==> src/rtl/mem_arbiter.sv <==
// Two-port round-robin arbiter that serialises icache/dcache line requests onto
// a single memory port. Each request is served as IDLE -> BUSY -> DONE.
module mem_arbiter #(
    parameter int unsigned DATA_W = 256,
    parameter int unsigned ADDR_W = 32
) (
    input  logic              clk_i,
    input  logic              rst_i,

    input  logic              req0_enable_i,
    input  logic              req0_write_i,
    input  logic [ADDR_W-1:0] req0_addr_i,
    input  logic [DATA_W-1:0] req0_data_i,
    output logic              req0_ack_o,
    output logic [DATA_W-1:0] req0_data_o,

    input  logic              req1_enable_i,
    input  logic              req1_write_i,
    input  logic [ADDR_W-1:0] req1_addr_i,
    input  logic [DATA_W-1:0] req1_data_i,
    output logic              req1_ack_o,
    output logic [DATA_W-1:0] req1_data_o,

    output logic              mem_enable_o,
    output logic              mem_write_o,
    output logic [ADDR_W-1:0] mem_addr_o,
    output logic [DATA_W-1:0] mem_data_o,
    input  logic [DATA_W-1:0] mem_data_i,
    input  logic              mem_ack_i,

    output logic              busy_o
);

    typedef enum logic [1:0] {
        IDLE = 2'd0,
        BUSY = 2'd1,
        DONE = 2'd2
    } state_t;

    state_t              r_state;
    logic                r_last;
    logic                r_gnt;
    logic                r_write;
    logic [ADDR_W-1:0]   r_addr;
    logic [DATA_W-1:0]   r_wdata;
    logic [DATA_W-1:0]   r_rdata;
    logic                r_mem_enable;
    logic                r_ack0;
    logic                r_ack1;
    logic                r_busy;
    logic                w_gnt;

    // On a tie the port not granted last wins; otherwise the sole requester.
    assign w_gnt = (req0_enable_i & req1_enable_i) ? ~r_last : req1_enable_i;

    always_ff @(posedge clk_i) begin
        if (rst_i) begin
            r_state      <= IDLE;
            r_last       <= 1'b1;
            r_gnt        <= 1'b0;
            r_write      <= 1'b0;
            r_addr       <= '0;
            r_wdata      <= '0;
            r_rdata      <= '0;
            r_mem_enable <= 1'b0;
            r_ack0       <= 1'b0;
            r_ack1       <= 1'b0;
            r_busy       <= 1'b0;
        end else begin
            case (r_state)
                IDLE: begin
                    if (req0_enable_i | req1_enable_i) begin
                        r_gnt        <= w_gnt;
                        r_last       <= w_gnt;
                        r_write      <= w_gnt ? req1_write_i : req0_write_i;
                        r_addr       <= w_gnt ? req1_addr_i  : req0_addr_i;
                        r_wdata      <= w_gnt ? req1_data_i  : req0_data_i;
                        r_mem_enable <= 1'b1;
                        r_busy       <= 1'b1;
                        r_state      <= BUSY;
                    end
                end
                BUSY: begin
                    if (mem_ack_i) begin
                        r_rdata      <= mem_data_i;
                        r_mem_enable <= 1'b0;
                        r_ack0       <= ~r_gnt;
                        r_ack1       <= r_gnt;
                        r_state      <= DONE;
                    end
                end
                DONE: begin
                    r_ack0  <= 1'b0;
                    r_ack1  <= 1'b0;
                    r_busy  <= 1'b0;
                    r_state <= IDLE;
                end
                default: begin
                    r_mem_enable <= 1'b0;
                    r_ack0       <= 1'b0;
                    r_ack1       <= 1'b0;
                    r_busy       <= 1'b0;
                    r_state      <= IDLE;
                end
            endcase
        end
    end

    assign req0_ack_o   = r_ack0;
    assign req1_ack_o   = r_ack1;
    assign req0_data_o  = r_rdata;
    assign req1_data_o  = r_rdata;
    assign mem_enable_o = r_mem_enable;
    assign mem_write_o  = r_write;
    assign mem_addr_o   = r_addr;
    assign mem_data_o   = r_wdata;
    assign busy_o       = r_busy;

endmodule

==> config.mk <==
export PLATFORM = sky130hd
export DESIGN_NAME = mem_arbiter
export DESIGN_NICKNAME = d
export VERILOG_FILES = /design/src/rtl/mem_arbiter.sv
export SDC_FILE = /design/constraint.sdc
export NUM_CORES = 1
export LEC_CHECK = 0
export CAP_MARGIN = 15
export CORE_AREA = 2 2 648 650
export DETAILED_ROUTE_END_ITERATION = 8
export DIE_AREA = 0 0 650 652
export GPL_ROUTABILITY_DRIVEN = 0
export GPL_TIMING_DRIVEN = 0
export PLACE_DENSITY_LB_ADDON = 0.25
export SLEW_MARGIN = 40
export SYNTH_ARGS = -nofsm -noshare
export SYNTH_HDL_FRONTEND = slang
export SYNTH_SLANG_ARGS = --single-unit
==> constraint.sdc <==
create_clock -name clk_i -period 4 [get_ports clk_i]
set_clock_uncertainty 0.2 [all_clocks]
set_input_delay 0.4 -clock clk_i [delete_from_list [all_inputs] [get_ports clk_i]]
set_output_delay 0.4 -clock clk_i [all_outputs]
set_load 0.03 [all_outputs]
# Yosys cells after proc, flatten, opt, wreduce, memory -nomap -nowiden
# Cells that the tools add are included.
# totals
romBits	0
register_bits	553
out_inout_bits	805
in_bits	839
ramBits	0
latchBits	0
memories	0
# classes
bitwise	7
n_eq_ne	4
mul	0
mux	15
reduce_logical	7
add_sub_neg	0
shifts	0
n_lt_le_gt_ge	0
n_div	0
# op_table
cell	n
two-way mux 256 bit	1
two-way mux 32 bit	1
AND reduction 2 bit	5
two-way mux 1 bit	6
one-hot mux 1 bit (2 select lines)	3
NOT 1 bit	5
two-way mux 2 bit	2
!= test 2 bit (second input constant)	2
one-hot mux 2 bit (2 select lines)	1
one-hot mux 1 bit (3 select lines)	1
AND reduction 3 bit	1
equality test 2 x 1 -> 1 bit (second input constant)	1
equality test 2 bit (second input constant)	1
logical NOT 2 bit	1
bitwise AND 1 bit	1
bitwise OR 1 bit	1

# Longest topological paths before layout
# Gate-level depths: netlist of the first run.
# logic_depth
depth_word	3
ltp_mapped	7

# Worst setup path after synthesis of the first run
# OpenSTA, ideal clock, no wires.
# synth_timing
path_type	input-to-reg
startpoint	in req1_enable_i
endpoint	reg r_wdata[159] (netlist: mem_data_o[159])
t_arrival_ns	1.480
setup_slack_ns	2.232
cell_stages	7
n_path_buf	4
cell_sequence	or2_1 -> clkbuf_1 -> and2_1 -> buf_2 -> buf_6 -> buf_6 -> a311oi_2
# synth_via
elab_chain_len	3
elab_cells_between_ends	5
cone_classes	2 x mux; 2 x bitwise; 1 x reduce/logical
# synth_lines
element	line_no	rtl
start, declared	17	input logic req1_enable_i,
bitwise AND 1 bit	54	assign w_gnt = (req0_enable_i & req1_enable_i) ? ~r_last : req1_enable_i;
two-way mux 1 bit	54	
two-way mux 256 bit	77	r_wdata <= w_gnt ? req1_data_i : req0_data_i;
end signal, assigned	77	
end, declared	45	logic [DATA_W-1:0] r_wdata;
# Parallel ways exist; a longest one is shown, timed or not.
# A chain may end at the register's enable or synchronous reset.

# Worst setup path in the final report of the first run
# layout_timing
startpoint	in req1_enable_i
endpoint	reg r_wdata[241] (netlist: mem_data_o[241])
# The elaborated chain is that of the path after synthesis.

==> key figures, run 1 <==
Run status
  • Status: finished, final reports clean

Place
  • DP HPWL: 284000 um
  • Placed cells: 10200
  • # port buffers: 1642

Clock tree
  • H-tree Lvls: 3
  • Clock buffer depth: 4
  • Reg clk slew, reported paths: 60 ps
  • Number of buffers created by CTS: 86
  • Post-CTS Setup Repair Bufs: 0
  • CTS tree: done
  • Root Buffer: clkbuf_16
  • Clock latency on the worst-skew pair: 820 ps
  • TritonCTS Sinks: 553

Synthesis
  • Ys async rst share: 0%
  • Synth Instances: 3045
  • Largest cells by area after synthesis: dfxtp_1, nand2_1, a21oi_1, buf_4, a311oi_1
  • Seq/Total Area, Yosys: 45.3%
  • Flop and latch count out of synthesis: 553
  • Most common cell in the netlist: nand2_1
  • Mean area per synthesized cell: 8.02 um^2
  • Cell Area, Synth: 24400 um^2
  • Top-area cell type share of the netlist area: 45.3%
  • Synth Flop Type: dfxtp_1
  • Post-synth EDFFs: 0
  • Post-synth top cells: nand2_1, dfxtp_1, a21oi_1, buf_4, a311oi_1
  • Yosys warns: 0
  • Post-Syn Nets: 3884
  • Synth area leader: dfxtp_1
  • Count of cell types in the netlist: 27

Hold path
  • Worst Hold Class: input pin to flop
  • Hold path startpoint: req1_data_i[25]
  • Hold Path End: mem_data_o[25]
  • Cell depth of the worst hold path: 3

Global route
  • Total grt overflow: 0
  • Pin count of the biggest net entering global routing: 14
  • Antenna violations before repair: 169
  • GRT Util Overall: 14.4%
  • First-pass GRT wire length: 396000 um
  • Vias in the first global route: 34200

Timing
  • RSZ-0062 raised after global routing: false
  • Max Clock Freq: 276 MHz
  • Period minus WS final: 3620 ps
  • Final Max Slew Viols: 0
  • Final count of negative-setup-slack endpoints: 0
  • Least-Margin Pin Slew: 893 ps
  • Period utilization: 90.6%
  • Max_slew headroom: 40.3%
  • Hold Vio Cnt, Final: 0

Power and ir drop
  • Worst vdd ir: 0.329 mV
  • Cell area power density: 367 nW/um^2
  • Total Power: 0.0209 W
  • Leak: 20.0 nW

Setup path
  • Worst R2R Path Depth: 7
  • Crit path max fanout: 11
  • CP Data Required Time: 4510 ps
  • Crit end category: flop
  • R2R Path Start: r_state[1]
  • R2R Path End: mem_data_o[245]
  • Setup crit start kind: input pin
  • Crit path DAT: 4130 ps
  • WS Path Type: input pin to flop
  • R2R Setup Slk: 780 ps

Final layout
  • Layout cells sized above 1: 12.0%
  • NumNets Final: 6245
  • Final Non-Filler Cells: 11000
  • Syn-to-layout area delta: 133%

Detailed routing
  • DRT antenna net count: 0
  • Final WL: 320000 um
  • Via density: 3.08
  • Total number of vias: 33900
  • DR iter-0 viols: 2152
  • Drt pass-1 iters: 7
  • WL per Instance: 29.1 um
  • DRC violations left: 0

Floorplan
  • Core footprint: 416000 um^2
  • Rows: 237
  • Die Area: 424000 um^2
  • Initial Util: 5.87%
  • IO Pins: 1644
  • Chip height: 652 um
  • Width of the die: 650 um

Run
  • MaxCap Viol Count: 0
how the worst max path moves through the flow:
stage	start	end	cells after the start	slack [ps]
final	req1_enable_i	mem_data_o[241]	9	380
after global routing	req1_enable_i	mem_data_o[246]	9	120
after CTS	req1_enable_i	mem_data_o[97]	9	20
after detailed placement	req1_enable_i	mem_data_o[47]	7	180
after global placement	rst_i	req0_data_o[237]	5	-1710
after floorplan	req1_enable_i	mem_data_o[159]	7	2230
per-stage QoR:
step           util, %  instance area [um^2]  setup TNS, ps  hold slack, ps  setup WS [ps]
2_1_floorplan        -                 24400              0             270           2230
3_3_place_gp      11.5                 47700        -196460             262          -1710
3_5_place_dp      11.5                 47800              0             268            179
4_1_cts           13.7                 56800              0           0.556           17.6
5_1_grt           13.7                 56900              0            17.1            120
6_report          13.7                 56900              0            66.3            376
worst max-delay path: stages:
cell and delay (ps):
dlygate4sd3_1 700, clkdlybuf4s50_1 630, a21boi_1 190, clkbuf_4 390
buf_2 440, buf_2 360, nand2_1 130, a311oi_2 270
dlygate4sd3_1 580
power breakdown:
part,total (W),internal [W],switching [W]
clock network,0.00778,0.00460,0.00318
registers,0.00645,0.00599,0.000458
logic,0.00668,0.00288,0.00380
registers in the layout (all words and copies together), names as in the netlist, 2 cells and up:
register	cells
mem_addr_o	32
mem_data_o	256
r_state	2
req0_data_o	256
repair_timing:
item,CTS,global route
gates resized for setup,0,3
hold buffers,627,0
endpoints found under the setup margin,0,15
endpoints found under the hold margin,503,0
logic make-up after synthesis:
kind of cell / count (synthesis) / synth area share, %
simple gates: 1107 / 17.1
compound gates: 846 / 24.4
flops: 553 / 45.3
buf+inv: 539 / 13.2
area by class of cell:
type	instances	area [um^2]
Sequential cell	553	11100
Clock inverter	20	259
Antenna cell	40	100
Fill cell	47600	359000
Tap cell	5497	6880
Multi-Input combinational cell	1953	10100
Timing Repair Buffer	2273	22700
Clock buffer	128	2520
Buffer	538	3250
Inverter	1	3.75
cell usage in the layout, fill, tap and decap left out, types with 3 or more instances in the layout:
cell,netlist,routed
a21oi_1,551,551
a311oi_1,190,190
a311oi_2,99,99
buf_1,14,13
buf_16,0,4
buf_2,104,125
buf_4,260,260
buf_6,11,11
bufinv_16,0,4
clkbuf_1,148,148
clkbuf_16,0,86
clkbuf_2,1,20
clkbuf_4,0,5
clkbuf_8,0,21
clkdlybuf4s50_1,0,1619
clkinv_2,0,4
clkinvlp_4,0,6
dfxtp_1,553,553
diode_2,0,40
dlygate4sd3_1,0,627
inv_6,0,3
nand2_1,1095,1095
per-layer routing:
metal	vias up	track usage (%)	wire, um
met1	16600	15.5	118000
met2	1766	26.3	161000
li1	15000	-	-
met4	58	5.07	14100
met3	516	4.80	25700
met5	-	0.294	552
Note: power is estimated with default switching activity, not from simulation.
==> run 2: changes to the inputs <==
- CORE_AREA: 2 2 648 650 -> 2 2 636 638
- DIE_AREA: 0 0 650 652 -> 0 0 638 640
- DONT_BUFFER_PORTS: not set -> 1
==> key figures, run 2 (synthesis gave the netlist of run 1 again) <==
Clock tree
  • Clock buffer depth: 4 (unchanged)
  • Clock latency on the worst-skew pair: 840 ps (+20 ps)
  • Root Buffer: clkbuf_16
  • TritonCTS Sinks: 553 (unchanged)
  • Reg clk slew, reported paths: 60 ps (about the same)
  • Post-CTS Setup Repair Bufs: 0 (unchanged)
  • H-tree Lvls: 3 (unchanged)
  • Number of buffers created by CTS: 81 (-5.8%)
  • CTS tree: done

Timing
  • Period minus WS final: 3670 ps (+44.1 ps)
  • Period utilization: 91.7% (+1.1 points)
  • Hold Vio Cnt, Final: 0 (unchanged)
  • Min setup slack post-route: 332 ps (-44.1 ps)
  • Max Clock Freq: 273 MHz (-1.2%)
  • Final count of negative-setup-slack endpoints: 0 (unchanged)
  • Least-Margin Pin Slew: 905 ps (+12.0 ps)
  • Max_slew headroom: 39.6% (-0.69 points)
  • Final Max Slew Viols: 0 (unchanged)
  • RSZ-0062 raised after global routing: false

Run status
  • Status: finished, final reports clean

Run
  • MaxCap Viol Count: 0 (unchanged)

Detailed routing
  • DR iter-0 viols: 2317 (+7.7%)
  • Final WL: 307000 um (-4.0%)
  • DRT antenna net count: 0 (unchanged)
  • Via density: 3.09 (+0.37%)
  • Drt pass-1 iters: 7 (unchanged)
  • DRC violations left: 0 (unchanged)
  • WL per Instance: 32.5 um (+12%)
  • Total number of vias: 29200 (-14%)

Final layout
  • Layout cells sized above 1: 16.3% (+4.4 points)
  • Commonest non-fill, non-tap cell in the layout: nand2_1
  • Commonest non-fill, non-tap cells in the layout: nand2_1, dlygate4sd3_1, a21oi_1
  • Syn-to-layout area delta: 77.4%
  • NumNets Final: 4889 (-22%)
  • Final Non-Filler Cells: 9456 (-14%)
  • # fillers: 46400 (-2.4%)

Setup path
  • CP Data Required Time: 4530 ps (+20 ps)
  • R2R Setup Slk: 330 ps (-450 ps)
  • Setup crit start kind: flop
  • R2R Path End: mem_data_o[143]
  • CP startpoint: r_state[1]
  • Bufs and invs on worst path: 4 (-2)
  • Most used cell, CP: buf_2
  • WS Path Type: flop to flop
  • Worst path cell trace: clkbuf_2 > nor2_2 > buf_2 > buf_2 > a21oi_1 > a311oi_1 > dlygate4sd3_1
  • Max stage delay cell, worst path: buf_2
  • Crit path DAT: 4200 ps (+70 ps)
  • Crit path max fanout: 10 (-1)
  • CP max stage delay: 680 ps (-20 ps)
  • Worst R2R Path Depth: 7 (unchanged)
  • CP delay by family, top: buffers and inverters
  • Crit end category: flop
  • R2R Path Start: r_state[1]

Hold path
  • Cell depth of the worst hold path: 3 (unchanged)
  • Hold path startpoint: mem_data_i[37]
  • Hold Path End: req0_data_o[37]
  • Worst Hold Class: input pin to flop

Power and ir drop
  • Comb pwr share: 19.9% (-12 points)
  • Leak: 15.1 nW (-24%)
  • Sw Pwr: 0.00715 W (-3.9%)
  • Clock network fraction of total power: 40.2% (+3.0 points)
  • Total Power: 0.0194 W (-7.4%)
  • Worst vdd ir: 0.312 mV (-5.2%)
  • Share of power burned in registers: 39.9% (+9.1 points)
  • Pint: 0.0122 W (-9.3%)
  • Sw Share: 36.9% (+1.3 points)
  • Cell area power density: 447 nW/um^2 (+22%)

Global route
  • GRT Util Overall: 14.3% (-0.12 points)
  • Antenna violations before repair: 189 (+12%)
  • Vias in the first global route: 28600 (-16%)
  • Total grt overflow: 0 (unchanged)
  • Pin count of the biggest net entering global routing: 14 (unchanged)
  • First-pass GRT wire length: 368000 um (-7.0%)

Floorplan
  • Chip height: 640 um (-1.8%)
  • Initial Util: 6.08% (+0.21 points)
  • Width of the die: 638 um (-1.8%)
  • Die Area: 408000 um^2 (-3.7%)
  • IO Pins: 1644 (unchanged)
  • Rows: 233 (-1.7%)
  • Core footprint: 401000 um^2 (-3.5%)

Place
  • Placed cells: 8337 (-18%)
  • DP HPWL: 273000 um (-4.1%)
  • Post-Place Worst Slack: 652 ps (+472 ps)
  • # port buffers: 0 (-100%)
==> run 2: cell count changes in the layout (fill, tap and decap cells not counted), moves of 10 or more <==
cell	before	now
clkdlybuf4s50_1	1619	0
dfxtp_2	0	36
dlygate4sd3_1	627	917
clkbuf_1	148	138
dfxtp_1	553	517
diode_2	40	61
buf_2	125	105
==> run 2: worst min-delay path, stage by stage <==
cell and delay (ps):
dlygate4sd3_1 550, nand2_1 60, a21oi_1 60
==> run 2: layout make-up <==
type                            instances  area [um^2]  area share, %
Sequential cell                       553        11100           25.7
Tap cell                             5287         6620           15.3
Clock inverter                         29          425          0.982
Inverter                                1         3.75        0.00867
Antenna cell                           61          153          0.352
Timing Repair Buffer                  922         9300           21.5
Multi-Input combinational cell       1953        10100           23.4
Buffer                                538         3250           7.49
Clock buffer                          112         2320           5.37
==> run 2: per-layer routing <==
metal	vias to the layer above	track usage, %	routed length, um
met1	14300	14.1	103000
li1	12300	-	-
met3	579	6.93	34900
met5	-	0	513
met2	2014	25.6	154000
met4	72	5.98	14400
==> run 2: worst max-delay path by stage <==
stage,to,slack [ps],depth (start not counted)
2_1_floorplan,mem_data_o[159],2230,7
3_3_place_gp,req0_data_o[239],-2140,5
3_5_place_dp,mem_data_o[58],650,6
4_1_cts,mem_data_o[57],20,7
5_1_grt,mem_data_o[53],30,7
6_report,mem_data_o[143],330,7
==> run 2: timing repair <==
action                                 in CTS  in global routing
endpoints found under the hold margin     551                  9
gates resized for setup                     0                  0
hold buffers                              908                  9
==> run 2: metrics by stage <==
stage	area (um^2)	hold slack, ps	util [%]	TNS [ps]
detailed placement	31200	297	7.78	0
finish	43300	97.1	10.8	0
CTS	43100	0.949	10.7	0
floorplan	24400	270	-	0
global route	43200	40.1	10.8	0
global placement	31000	302	7.73	-212160
==> run 2: power by group through the flow <==
stage / clock network, W / registers (W) / logic (W)
6_report: 0.00779 / 0.00772 / 0.00385
3_5_place_dp: 0 / 0.00787 / 0.00282
5_1_grt: 0.00824 / 0.00777 / 0.00412
2_1_floorplan: 0 / 0.00727 / 0.00177
4_1_cts: 0.00808 / 0.00776 / 0.00386
3_3_place_gp: 0 / 0.00787 / 0.00278
